<file path="src/rtl/riscv_core_div_ctrl_if.sv">
// rtl/riscv_core_div_ctrl_if.sv - execute-stage and divider-side signal bundle for riscv_core_div_ctrl
//
// Purpose: groups every non-clock/reset signal of the divide controller.
//   slave  : the controller view (i_* in, o_* out)
//   master : the surrounding pipeline/divider view (i_* out, o_* in)
// Signals:
//   i_div_ctrl_valid/srcA/srcB/control/isword/flush : execute-stage request
//   i_div_ctrl_done/result                          : divider completion
//   o_div_ctrl_srcA/srcB/control/isword/en          : registered divider drive
//   o_div_ctrl_stall/valid/result/timeout           : pipeline response
interface riscv_core_div_ctrl_if #(
  parameter int XLEN = 64
);
  logic            i_div_ctrl_valid;
  logic [XLEN-1:0] i_div_ctrl_srcA;
  logic [XLEN-1:0] i_div_ctrl_srcB;
  logic [1:0]      i_div_ctrl_control;
  logic            i_div_ctrl_isword;
  logic            i_div_ctrl_flush;
  logic            i_div_ctrl_done;
  logic [XLEN-1:0] i_div_ctrl_result;
  logic [XLEN-1:0] o_div_ctrl_srcA;
  logic [XLEN-1:0] o_div_ctrl_srcB;
  logic [1:0]      o_div_ctrl_control;
  logic            o_div_ctrl_isword;
  logic            o_div_ctrl_en;
  logic            o_div_ctrl_stall;
  logic            o_div_ctrl_valid;
  logic [XLEN-1:0] o_div_ctrl_result;
  logic            o_div_ctrl_timeout;

  modport slave (
    input  i_div_ctrl_valid, i_div_ctrl_srcA, i_div_ctrl_srcB, i_div_ctrl_control,
           i_div_ctrl_isword, i_div_ctrl_flush, i_div_ctrl_done, i_div_ctrl_result,
    output o_div_ctrl_srcA, o_div_ctrl_srcB, o_div_ctrl_control, o_div_ctrl_isword,
           o_div_ctrl_en, o_div_ctrl_stall, o_div_ctrl_valid, o_div_ctrl_result,
           o_div_ctrl_timeout
  );

  modport master (
    output i_div_ctrl_valid, i_div_ctrl_srcA, i_div_ctrl_srcB, i_div_ctrl_control,
           i_div_ctrl_isword, i_div_ctrl_flush, i_div_ctrl_done, i_div_ctrl_result,
    input  o_div_ctrl_srcA, o_div_ctrl_srcB, o_div_ctrl_control, o_div_ctrl_isword,
           o_div_ctrl_en, o_div_ctrl_stall, o_div_ctrl_valid, o_div_ctrl_result,
           o_div_ctrl_timeout
  );
endinterface

</file>
<file path="src/rtl/riscv_core_div_ctrl.sv">
// rtl/riscv_core_div_ctrl.sv - divide issue/sequencing controller ahead of riscv_core_div
//
// Purpose: accepts a divide op from execute, holds operands for the divider,
//   stalls until done, returns a registered result, resolves divide-by-zero
//   locally, drains the divider after a flush and flags a hung divider.
// Ports:
//   i_div_ctrl_clk  : clock
//   i_div_ctrl_rstn : asynchronous active-low reset
//   bus             : riscv_core_div_ctrl_if slave view (request, divider, response)
module riscv_core_div_ctrl #(
  parameter int XLEN    = 64,
  parameter int TIMEOUT = 80
) (
  input  logic                  i_div_ctrl_clk,
  input  logic                  i_div_ctrl_rstn,
  riscv_core_div_ctrl_if.slave  bus
);
  // One extra count of headroom: a flush landing on the last BUSY cycle
  // enters DRAIN with the counter already at TIMEOUT.
  localparam int CW = $clog2(TIMEOUT + 1);

  typedef enum logic [1:0] {S_IDLE, S_BUSY, S_DRAIN, S_RESP} state_t;

  state_t          state_q;
  logic [CW-1:0]   cnt_q;
  logic [XLEN-1:0] srca_q;
  logic [XLEN-1:0] srcb_q;
  logic [1:0]      control_q;
  logic            isword_q;
  logic            en_q;
  logic [XLEN-1:0] result_q;
  logic            timeout_q;

  logic            accept;
  logic            zero_div;
  logic            cnt_expired;
  logic [XLEN-1:0] zero_result;

  assign accept      = bus.i_div_ctrl_valid & ~bus.i_div_ctrl_flush;
  assign zero_div    = (bus.i_div_ctrl_srcB == '0) |
                       (bus.i_div_ctrl_isword & (bus.i_div_ctrl_srcB[31:0] == 32'd0));
  assign cnt_expired = (cnt_q >= CW'(TIMEOUT - 1));

  // RISC-V divide-by-zero: quotient all ones, remainder is the dividend.
  always_comb begin
    zero_result = '1;
    if (bus.i_div_ctrl_control[1]) begin
      if (bus.i_div_ctrl_isword) begin
        zero_result = {{(XLEN-32){bus.i_div_ctrl_srcA[31]}}, bus.i_div_ctrl_srcA[31:0]};
      end else begin
        zero_result = bus.i_div_ctrl_srcA;
      end
    end
  end

  always_ff @(posedge i_div_ctrl_clk or negedge i_div_ctrl_rstn) begin
    if (!i_div_ctrl_rstn) begin
      state_q   <= S_IDLE;
      cnt_q     <= '0;
      srca_q    <= '0;
      srcb_q    <= '0;
      control_q <= 2'b00;
      isword_q  <= 1'b0;
      en_q      <= 1'b0;
      result_q  <= '0;
      timeout_q <= 1'b0;
    end else begin
      case (state_q)
        S_IDLE: begin
          if (accept) begin
            if (zero_div) begin
              result_q <= zero_result;
              state_q  <= S_RESP;
            end else begin
              srca_q    <= bus.i_div_ctrl_srcA;
              srcb_q    <= bus.i_div_ctrl_srcB;
              control_q <= bus.i_div_ctrl_control;
              isword_q  <= bus.i_div_ctrl_isword;
              cnt_q     <= '0;
              en_q      <= 1'b1;
              state_q   <= S_BUSY;
            end
          end
        end
        S_BUSY: begin
          cnt_q <= cnt_q + CW'(1);
          if (bus.i_div_ctrl_done && bus.i_div_ctrl_flush) begin
            en_q    <= 1'b0;
            state_q <= S_IDLE;
          end else if (bus.i_div_ctrl_done) begin
            result_q <= bus.i_div_ctrl_result;
            en_q     <= 1'b0;
            state_q  <= S_RESP;
          end else if (bus.i_div_ctrl_flush) begin
            // Divider must finish (or time out) before it can take new operands.
            state_q <= S_DRAIN;
          end else if (cnt_expired) begin
            timeout_q <= 1'b1;
            result_q  <= '0;
            en_q      <= 1'b0;
            state_q   <= S_RESP;
          end
        end
        S_DRAIN: begin
          cnt_q <= cnt_q + CW'(1);
          if (bus.i_div_ctrl_done) begin
            en_q    <= 1'b0;
            state_q <= S_IDLE;
          end else if (cnt_expired) begin
            timeout_q <= 1'b1;
            en_q      <= 1'b0;
            state_q   <= S_IDLE;
          end
        end
        S_RESP: begin
          // Incoming valid still belongs to the instruction just completed.
          state_q <= S_IDLE;
        end
        default: state_q <= S_IDLE;
      endcase
    end
  end

  assign bus.o_div_ctrl_srcA    = srca_q;
  assign bus.o_div_ctrl_srcB    = srcb_q;
  assign bus.o_div_ctrl_control = control_q;
  assign bus.o_div_ctrl_isword  = isword_q;
  assign bus.o_div_ctrl_en      = en_q;
  assign bus.o_div_ctrl_result  = result_q;
  assign bus.o_div_ctrl_timeout = timeout_q;

  assign bus.o_div_ctrl_stall = ((state_q == S_IDLE)  & accept) |
                                ((state_q == S_BUSY)  & ~bus.i_div_ctrl_flush) |
                                ((state_q == S_DRAIN) & bus.i_div_ctrl_valid);

  assign bus.o_div_ctrl_valid = (state_q == S_RESP) & ~bus.i_div_ctrl_flush;
endmodule

</file>
<file path="src/flat_wrapper.sv">
// flat-port wrapper written by rule: the top's interface ports become plain ports
module riscv_core_div_ctrl_flat 
#(
  parameter int XLEN    = 64,
  parameter int TIMEOUT = 80
)
  (i_div_ctrl_clk, i_div_ctrl_rstn, bus_i_div_ctrl_valid, bus_i_div_ctrl_srcA, bus_i_div_ctrl_srcB, bus_i_div_ctrl_control, bus_i_div_ctrl_isword, bus_i_div_ctrl_flush, bus_i_div_ctrl_done, bus_i_div_ctrl_result, bus_o_div_ctrl_srcA, bus_o_div_ctrl_srcB, bus_o_div_ctrl_control, bus_o_div_ctrl_isword, bus_o_div_ctrl_en, bus_o_div_ctrl_stall, bus_o_div_ctrl_valid, bus_o_div_ctrl_result, bus_o_div_ctrl_timeout);
  riscv_core_div_ctrl_if #(.XLEN(XLEN)) bus_i ();
  input  logic i_div_ctrl_clk;
  input  logic i_div_ctrl_rstn;
  input wire logic [$bits(bus_i.i_div_ctrl_valid)-1:0] bus_i_div_ctrl_valid;
  input wire logic [$bits(bus_i.i_div_ctrl_srcA)-1:0] bus_i_div_ctrl_srcA;
  input wire logic [$bits(bus_i.i_div_ctrl_srcB)-1:0] bus_i_div_ctrl_srcB;
  input wire logic [$bits(bus_i.i_div_ctrl_control)-1:0] bus_i_div_ctrl_control;
  input wire logic [$bits(bus_i.i_div_ctrl_isword)-1:0] bus_i_div_ctrl_isword;
  input wire logic [$bits(bus_i.i_div_ctrl_flush)-1:0] bus_i_div_ctrl_flush;
  input wire logic [$bits(bus_i.i_div_ctrl_done)-1:0] bus_i_div_ctrl_done;
  input wire logic [$bits(bus_i.i_div_ctrl_result)-1:0] bus_i_div_ctrl_result;
  output wire logic [$bits(bus_i.o_div_ctrl_srcA)-1:0] bus_o_div_ctrl_srcA;
  output wire logic [$bits(bus_i.o_div_ctrl_srcB)-1:0] bus_o_div_ctrl_srcB;
  output wire logic [$bits(bus_i.o_div_ctrl_control)-1:0] bus_o_div_ctrl_control;
  output wire logic [$bits(bus_i.o_div_ctrl_isword)-1:0] bus_o_div_ctrl_isword;
  output wire logic [$bits(bus_i.o_div_ctrl_en)-1:0] bus_o_div_ctrl_en;
  output wire logic [$bits(bus_i.o_div_ctrl_stall)-1:0] bus_o_div_ctrl_stall;
  output wire logic [$bits(bus_i.o_div_ctrl_valid)-1:0] bus_o_div_ctrl_valid;
  output wire logic [$bits(bus_i.o_div_ctrl_result)-1:0] bus_o_div_ctrl_result;
  output wire logic [$bits(bus_i.o_div_ctrl_timeout)-1:0] bus_o_div_ctrl_timeout;
  assign bus_i.i_div_ctrl_valid = bus_i_div_ctrl_valid;
  assign bus_i.i_div_ctrl_srcA = bus_i_div_ctrl_srcA;
  assign bus_i.i_div_ctrl_srcB = bus_i_div_ctrl_srcB;
  assign bus_i.i_div_ctrl_control = bus_i_div_ctrl_control;
  assign bus_i.i_div_ctrl_isword = bus_i_div_ctrl_isword;
  assign bus_i.i_div_ctrl_flush = bus_i_div_ctrl_flush;
  assign bus_i.i_div_ctrl_done = bus_i_div_ctrl_done;
  assign bus_i.i_div_ctrl_result = bus_i_div_ctrl_result;
  assign bus_o_div_ctrl_srcA = bus_i.o_div_ctrl_srcA;
  assign bus_o_div_ctrl_srcB = bus_i.o_div_ctrl_srcB;
  assign bus_o_div_ctrl_control = bus_i.o_div_ctrl_control;
  assign bus_o_div_ctrl_isword = bus_i.o_div_ctrl_isword;
  assign bus_o_div_ctrl_en = bus_i.o_div_ctrl_en;
  assign bus_o_div_ctrl_stall = bus_i.o_div_ctrl_stall;
  assign bus_o_div_ctrl_valid = bus_i.o_div_ctrl_valid;
  assign bus_o_div_ctrl_result = bus_i.o_div_ctrl_result;
  assign bus_o_div_ctrl_timeout = bus_i.o_div_ctrl_timeout;
  riscv_core_div_ctrl #(.XLEN(XLEN), .TIMEOUT(TIMEOUT)) u_core (.i_div_ctrl_clk(i_div_ctrl_clk), .i_div_ctrl_rstn(i_div_ctrl_rstn), .bus(bus_i));
endmodule
</file>
<file path="config.mk">
export PLATFORM = sky130hd
export DESIGN_NAME = riscv_core_div_ctrl_flat
export DESIGN_NICKNAME = d
export VERILOG_FILES = /design/src/rtl/riscv_core_div_ctrl_if.sv /design/src/rtl/riscv_core_div_ctrl.sv /design/src/flat_wrapper.sv
export SDC_FILE = /design/constraint.sdc
export NUM_CORES = 1
export LEC_CHECK = 0
export ABC_AREA = 1
export BUFFER_PORTS_ARGS = -buffer_cell sky130_fd_sc_hd__clkbuf_2
export CAP_MARGIN = 40
export CORE_AREA = 3 3 154 156
export DETAILED_ROUTE_END_ITERATION = 7
export DIE_AREA = 0 0 157 159
export PLACE_DENSITY = 0.81
export SLEW_MARGIN = 20
export SYNTH_ARGS = -nofsm -noshare
export SYNTH_HDL_FRONTEND = slang
export SYNTH_SLANG_ARGS = --single-unit
export TNS_END_PERCENT = 20
</file>
<file path="constraint.sdc">
create_clock -name i_div_ctrl_clk -period 1.97 [get_ports i_div_ctrl_clk]
set_input_delay 0.0985 -clock i_div_ctrl_clk [delete_from_list [all_inputs] [get_ports i_div_ctrl_clk]]
set_output_delay 0.0985 -clock i_div_ctrl_clk [all_outputs]
set_load 0.005 [all_outputs]
</file>
======== Word level (Yosys, flattened, before mapping) ========
Cells that the tools add are included.
word-level totals
  output and inout port bits .............. 199
  word-level logic and storage cells ...... 87
  register bits after elaboration ......... 206
operators by class
  add/subtract/negate cells ............... 1
  equality and inequality tests ........... 15
  reductions and logical operators ........ 15
  multiplexer cells ....................... 35
  order comparisons ....................... 1
  bitwise operators ....................... 11
operators by type and width
  cell                 count
  $mux 64              8
  $pmux 64 s2          1
  $logic_not 64->1     1
  $logic_not 32->1     1
  $mux 2               8
  $mux 7               2
  $pmux 7 s2           1
  $mux 1               12
  $ne 2x2->1 const B   5
  $reduce_and 3->1     3
  $pmux 2 s4           1
  $add 7x1->7 const B  1
  $ge 7x7->1 const B   1
  $and 1x1->1          6
  $ne 3x2->1 const B   2
  $reduce_and 6->1     1
  $reduce_bool 2->1    3
  $ne 5x3->1 const B   1
  $reduce_and 5->1     1
  $eq 2x2->1 const B   2
  $ne 2x1->1 const B   2
  $ne 4x3->1 const B   1
  $reduce_and 4->1     1
  $ne 3x3->1 const B   1
  other kinds (9)      12

======== Depth between registers and ports, before layout ========
  depth in word-level cells ............... 6
  mapped depth ............................ 11
  depth with buffers taken out ............ 10

======== Worst setup path before layout ========
No wires, ideal clock.
  kind .................................... register to register
  start ................................... register u_core.state_q[0]
  end ..................................... register u_core.srcb_q[10], in the netlist u_core.bus.o_div_ctrl_srcB[10]
  setup time .............................. 131 ps
  path slack .............................. 288 ps
  data required time ...................... 1839 ps
  arrival ................................. 1551 ps
  cell stages (with the launch flop) ...... 10
  period minus slack after synthesis ...... 1682 ps
  cell sequence ........................... dfrtp_1 > inv_1 > ha_1 > inv_1 > nor2_2 > nand2_4 > buf_4 > buf_4 > nand2_1 > o21ai_0
on the way
  word-level cells in the longest chain between the ends .. 2
ends and longest elaborated chain
  element                     RTL line                   RTL
  start: declaration          riscv_core_div_ctrl.sv:24  state_t state_q;
  start signal: assignment    riscv_core_div_ctrl.sv:58  state_q <= S_IDLE;
  start signal: assignment    riscv_core_div_ctrl.sv:73  state_q <= S_RESP;
  start signal: assignment    riscv_core_div_ctrl.sv:81  state_q <= S_BUSY;
  $logic_not 2->1             riscv_core_div_ctrl.sv:68  case (state_q)
  $reduce_and 3->1 (no line)  n/a
  end signal: assignment      riscv_core_div_ctrl.sv:76  srcb_q <= bus.i_div_ctrl_srcB;
  end: declaration            riscv_core_div_ctrl.sv:27  logic [XLEN-1:0] srcb_q;
Every way passes these cells.
A chain may end at the register's enable or synchronous reset.

======== Worst setup path after layout ========
  start ................................... input bus_i_div_ctrl_srcB[39]
  end ..................................... register u_core.srcb_q[9], in the netlist u_core.bus.o_div_ctrl_srcB[9]
on the way
  word-level cells in the longest chain between the ends .. 4
ends and longest elaborated chain
  element                     RTL line                   RTL
  start: declaration          flat_wrapper.sv:13         input wire logic [$bits(bus_i.i_div_ctrl_srcB)-1:0] bus_i_div_ctrl_srcB;
  $logic_not 64->1            riscv_core_div_ctrl.sv:40  assign zero_div = (bus.i_div_ctrl_srcB == '0) |
  $or 1x1->1                  riscv_core_div_ctrl.sv:40
  $not 1->1 (no line)         n/a
  $reduce_and 3->1 (no line)  n/a
Every way passes these cells.

==> results.sh <==
export IMPL_track_usage_pct=31.0
export IMPL_start_util_pct=43.2
export IMPL_globalRouteOverflowTotal=0
export IMPL_clock_fmax_mhz=527
export IMPL_grt_max_degree=66
export IMPL_synth_cell_type_count=25
export IMPL_clock_latency_ns=0.52
export IMPL_core_area_um2=22500
export IMPL_post_drt_wl_per_cell_um=19.0
export IMPL_ios=399
export IMPL_power_switching_mw=8.45
export IMPL_hold_path_class="input port to register"
export IMPL_p_seq_share_pct=34.9
export IMPL_pwr_share_comb_pct=41.6
export IMPL_clock_sinks=206
export IMPL_die_area_um2=25000
export IMPL_placed_area_um2=12000
export IMPL_hold_depth=4
export IMPL_cp_max_fo=55
export IMPL_die_x_um=157
export IMPL_ant_nets=0
export IMPL_num_vias=11745
export IMPL_layout_drive_gt1_share_pct=27.0
export IMPL_totalWireLength_um=40200
export IMPL_reg2regPathDepth=8
export IMPL_synth_area_um2=9720
export IMPL_maxSlewViolCount=0
export IMPL_start_kind="input port"
export IMPL_power_frac_clock_pct=23.5
export IMPL_seq_area_frac_synth_pct=53.0
export IMPL_synthCells=1246
export IMPL_hpwlAfterDp_um=23100
export IMPL_area_growth_synth_to_final_pct=53.9
export IMPL_clkTransAtPathRegs_ns=0.06
export IMPL_cts_buffers=23
export IMPL_sw_frac_of_total_pct=39.6
export IMPL_power_internal_mw=12.9
export IMPL_row_count=55
export IMPL_stdcell_area_um2=15000
export IMPL_drt_iter0_drc=1410
export IMPL_synth_avg_cell_area_um2=7.80
export IMPL_synth_seq_cells=206
export IMPL_startpoint="bus_i_div_ctrl_srcB[39]"
export IMPL_cap_viol_max_count=0
export IMPL_yosysWarnings=0
export IMPL_power_density_nw_per_um2=1430
export IMPL_gp_congestion=0.897
export IMPL_end_kind="register"
export IMPL_worst_pin_slew_ns=0.624
export IMPL_diodes=0
export IMPL_fin_cells=2116
export IMPL_first_pass_iters=6
export IMPL_hold_ws_ns=0.0155
export IMPL_fin_crit_sh_pct=96.3
export IMPL_rrSetupSlack_ns=0.15
export IMPL_grt_pass1_vias=12156
export IMPL_cts_tree="built"
export IMPL_critPathArrivalTime_ns=2.31
export IMPL_io_buffers=398
export IMPL_finalClockSkew_ns=0.0115
export IMPL_mostFrequentLayoutCells="431 x nand2_1, 396 x clkbuf_2, 214 x nand3_1"
export IMPL_fin_nets=2019
export IMPL_leakage_nw=8.19
export IMPL_cts_htree_levels=1
export IMPL_syn_num_nets=1451
export IMPL_drc=0
export IMPL_critPathKind="input port to register"
export IMPL_dp_cells=1876
export IMPL_antenna_found_initial=0
export IMPL_status="finished clean"
export IMPL_critPathRequiredTime_ns=2.38
export IMPL_r2r_start="u_core.state_q[0]"
export IMPL_layout_commonest_cell="nand2_1"
export IMPL_setup_viol=0
export IMPL_crit_end="u_core.bus.o_div_ctrl_srcB[9]"
export IMPL_power_mw=21.3
export IMPL_cts_root_buf="clkbuf_16"
export IMPL_peakVddDrop_v=0.000861
export IMPL_grt_pass1_wl_um=62600
export IMPL_cts_path_max_buffers=3
export IMPL_viasPerCell=5.55
export IMPL_layout_min_cycle_time_ns=1.90
export IMPL_reg2reg_to="u_core.bus.o_div_ctrl_srcB[9]"
export IMPL_relSlewSlack_pct=58.4
export IMPL_final_hold_violation_count=0
export IMPL_die_y_um=159
-- synth_stat cells --
| cell | count | area [um2] |
|---|---|---|
| nand4_1 | 6 | 37.5 |
| nor2_1 | 70 | 263 |
| nor2_2 | 2 | 12.5 |
| clkbuf_1 | 44 | 165 |
| dfrtp_1 | 206 | 5150 |
| o21ai_1 | 31 | 155 |
| a21oi_1 | 5 | 25.0 |
| nand3_2 | 1 | 10.0 |
| o21bai_1 | 1 | 7.51 |
| clkbuf_4 | 1 | 7.51 |
| buf_1 | 7 | 26.3 |
| nand2_1 | 433 | 1630 |
| o21ai_0 | 101 | 505 |
| buf_4 | 21 | 158 |
| nand2_2 | 2 | 12.5 |
| nor3b_1 | 2 | 15.0 |
| a22oi_1 | 1 | 7.51 |
| buf_2 | 14 | 70.1 |
| o211ai_1 | 1 | 7.51 |
| o21ai_2 | 1 | 8.76 |
| inv_1 | 73 | 274 |
| nand3_1 | 214 | 1070 |
| xnor2_1 | 3 | 26.3 |
| ha_1 | 5 | 62.6 |
| nand2_4 | 1 | 11.3 |
-- worst min path at each step --
stage,to,slack (ns),from
floorplan,u_core.bus.o_div_ctrl_control[0],-0.20,i_div_ctrl_rstn
global placement,u_core.bus.o_div_ctrl_srcA[25],0.14,i_div_ctrl_rstn
detailed placement,u_core.bus.o_div_ctrl_srcB[40],0.14,i_div_ctrl_rstn
CTS,u_core.bus.o_div_ctrl_result[24],0.0008,bus_i_div_ctrl_result[24]
global route,u_core.bus.o_div_ctrl_result[24],0.01,bus_i_div_ctrl_result[24]
finish,u_core.state_q[0],0.02,bus_i_div_ctrl_flush
-- cell families after synthesis --
family,after synthesis,synth area share (%)
adder cells (fa/ha/maj),5,0.644
AO/OA/AOI/OAI,141,7.38
buffers and inverters,160,7.21
flip-flops,206,53.0
AND/OR/NAND/NOR,731,31.5
XOR/XNOR,3,0.270
-- power by group through the flow --
stage	clock, mW	sequential, mW	combinational (mW)
global route	5.25	7.64	9.81
detailed placement	0	7.37	8.02
finish	5.00	7.45	8.88
global placement	0	7.32	7.77
CTS	5.07	7.34	8.36
floorplan	0	7.39	4.20
-- sequential cells by signal, indices dropped and copies added, names as in the netlist --
name and count:
u_core.bus.o_div_ctrl_result 64, u_core.bus.o_div_ctrl_srcA 64, u_core.bus.o_div_ctrl_srcB 64, u_core.cnt_q 7, u_core.bus.o_div_ctrl_control 2, u_core.state_q 2, u_core.bus.o_div_ctrl_en 1, u_core.bus.o_div_ctrl_isword 1
u_core.bus.o_div_ctrl_timeout 1
-- routing by layer --
layer / share of wire, % / track usage, %
met5: 0 / 0
met4: 7.7 / 21.1
met3: 11 / 8.02
met2: 47 / 50.3
met1: 35 / 35.6
-- through the flow --
step / setup slack, ns / utilization (%) / TNS (ns)
global placement: 0.172 / 53.5 / 0
floorplan: 0.288 / - / 0
detailed placement: 0.118 / 53.5 / 0
CTS: 0.00579 / 66.0 / 0
finish: 0.0723 / 66.5 / 0
global route: -0.00815 / 66.5 / -0.00815
-- final cells by class --
| class | instances | area [um2] |
|---|---|---|
| well taps | 285 | 357 |
| multi-input cells | 881 | 3950 |
| clock inverters | 11 | 220 |
| clock buffers | 31 | 666 |
| repair buffers | 629 | 4330 |
| inverters | 73 | 274 |
| fillers | 1606 | 7550 |
| flip-flops and latches | 206 | 5160 |
-- worst max-delay path, cell delays in order --
cell	delay, ns
dlygate4sd3_1	0.54
clkbuf_2	0.13
nor2_2	0.21
nand2_1	0.08
nor2_1	0.10
nand2_1	0.09
o21ai_2	0.22
nand2_4	0.13
nand2_8	0.20
buf_16	0.23
nand2_1	0.10
o21ai_0	0.13
-- what timing repair did --
item	in CTS	in global routing
gates resized for setup	0	14
endpoints found under the hold margin	251	0
hold buffers	193	0
endpoints found under the setup margin	0	10
buffers inserted	0	4
(Power assumes the default switching activity.)
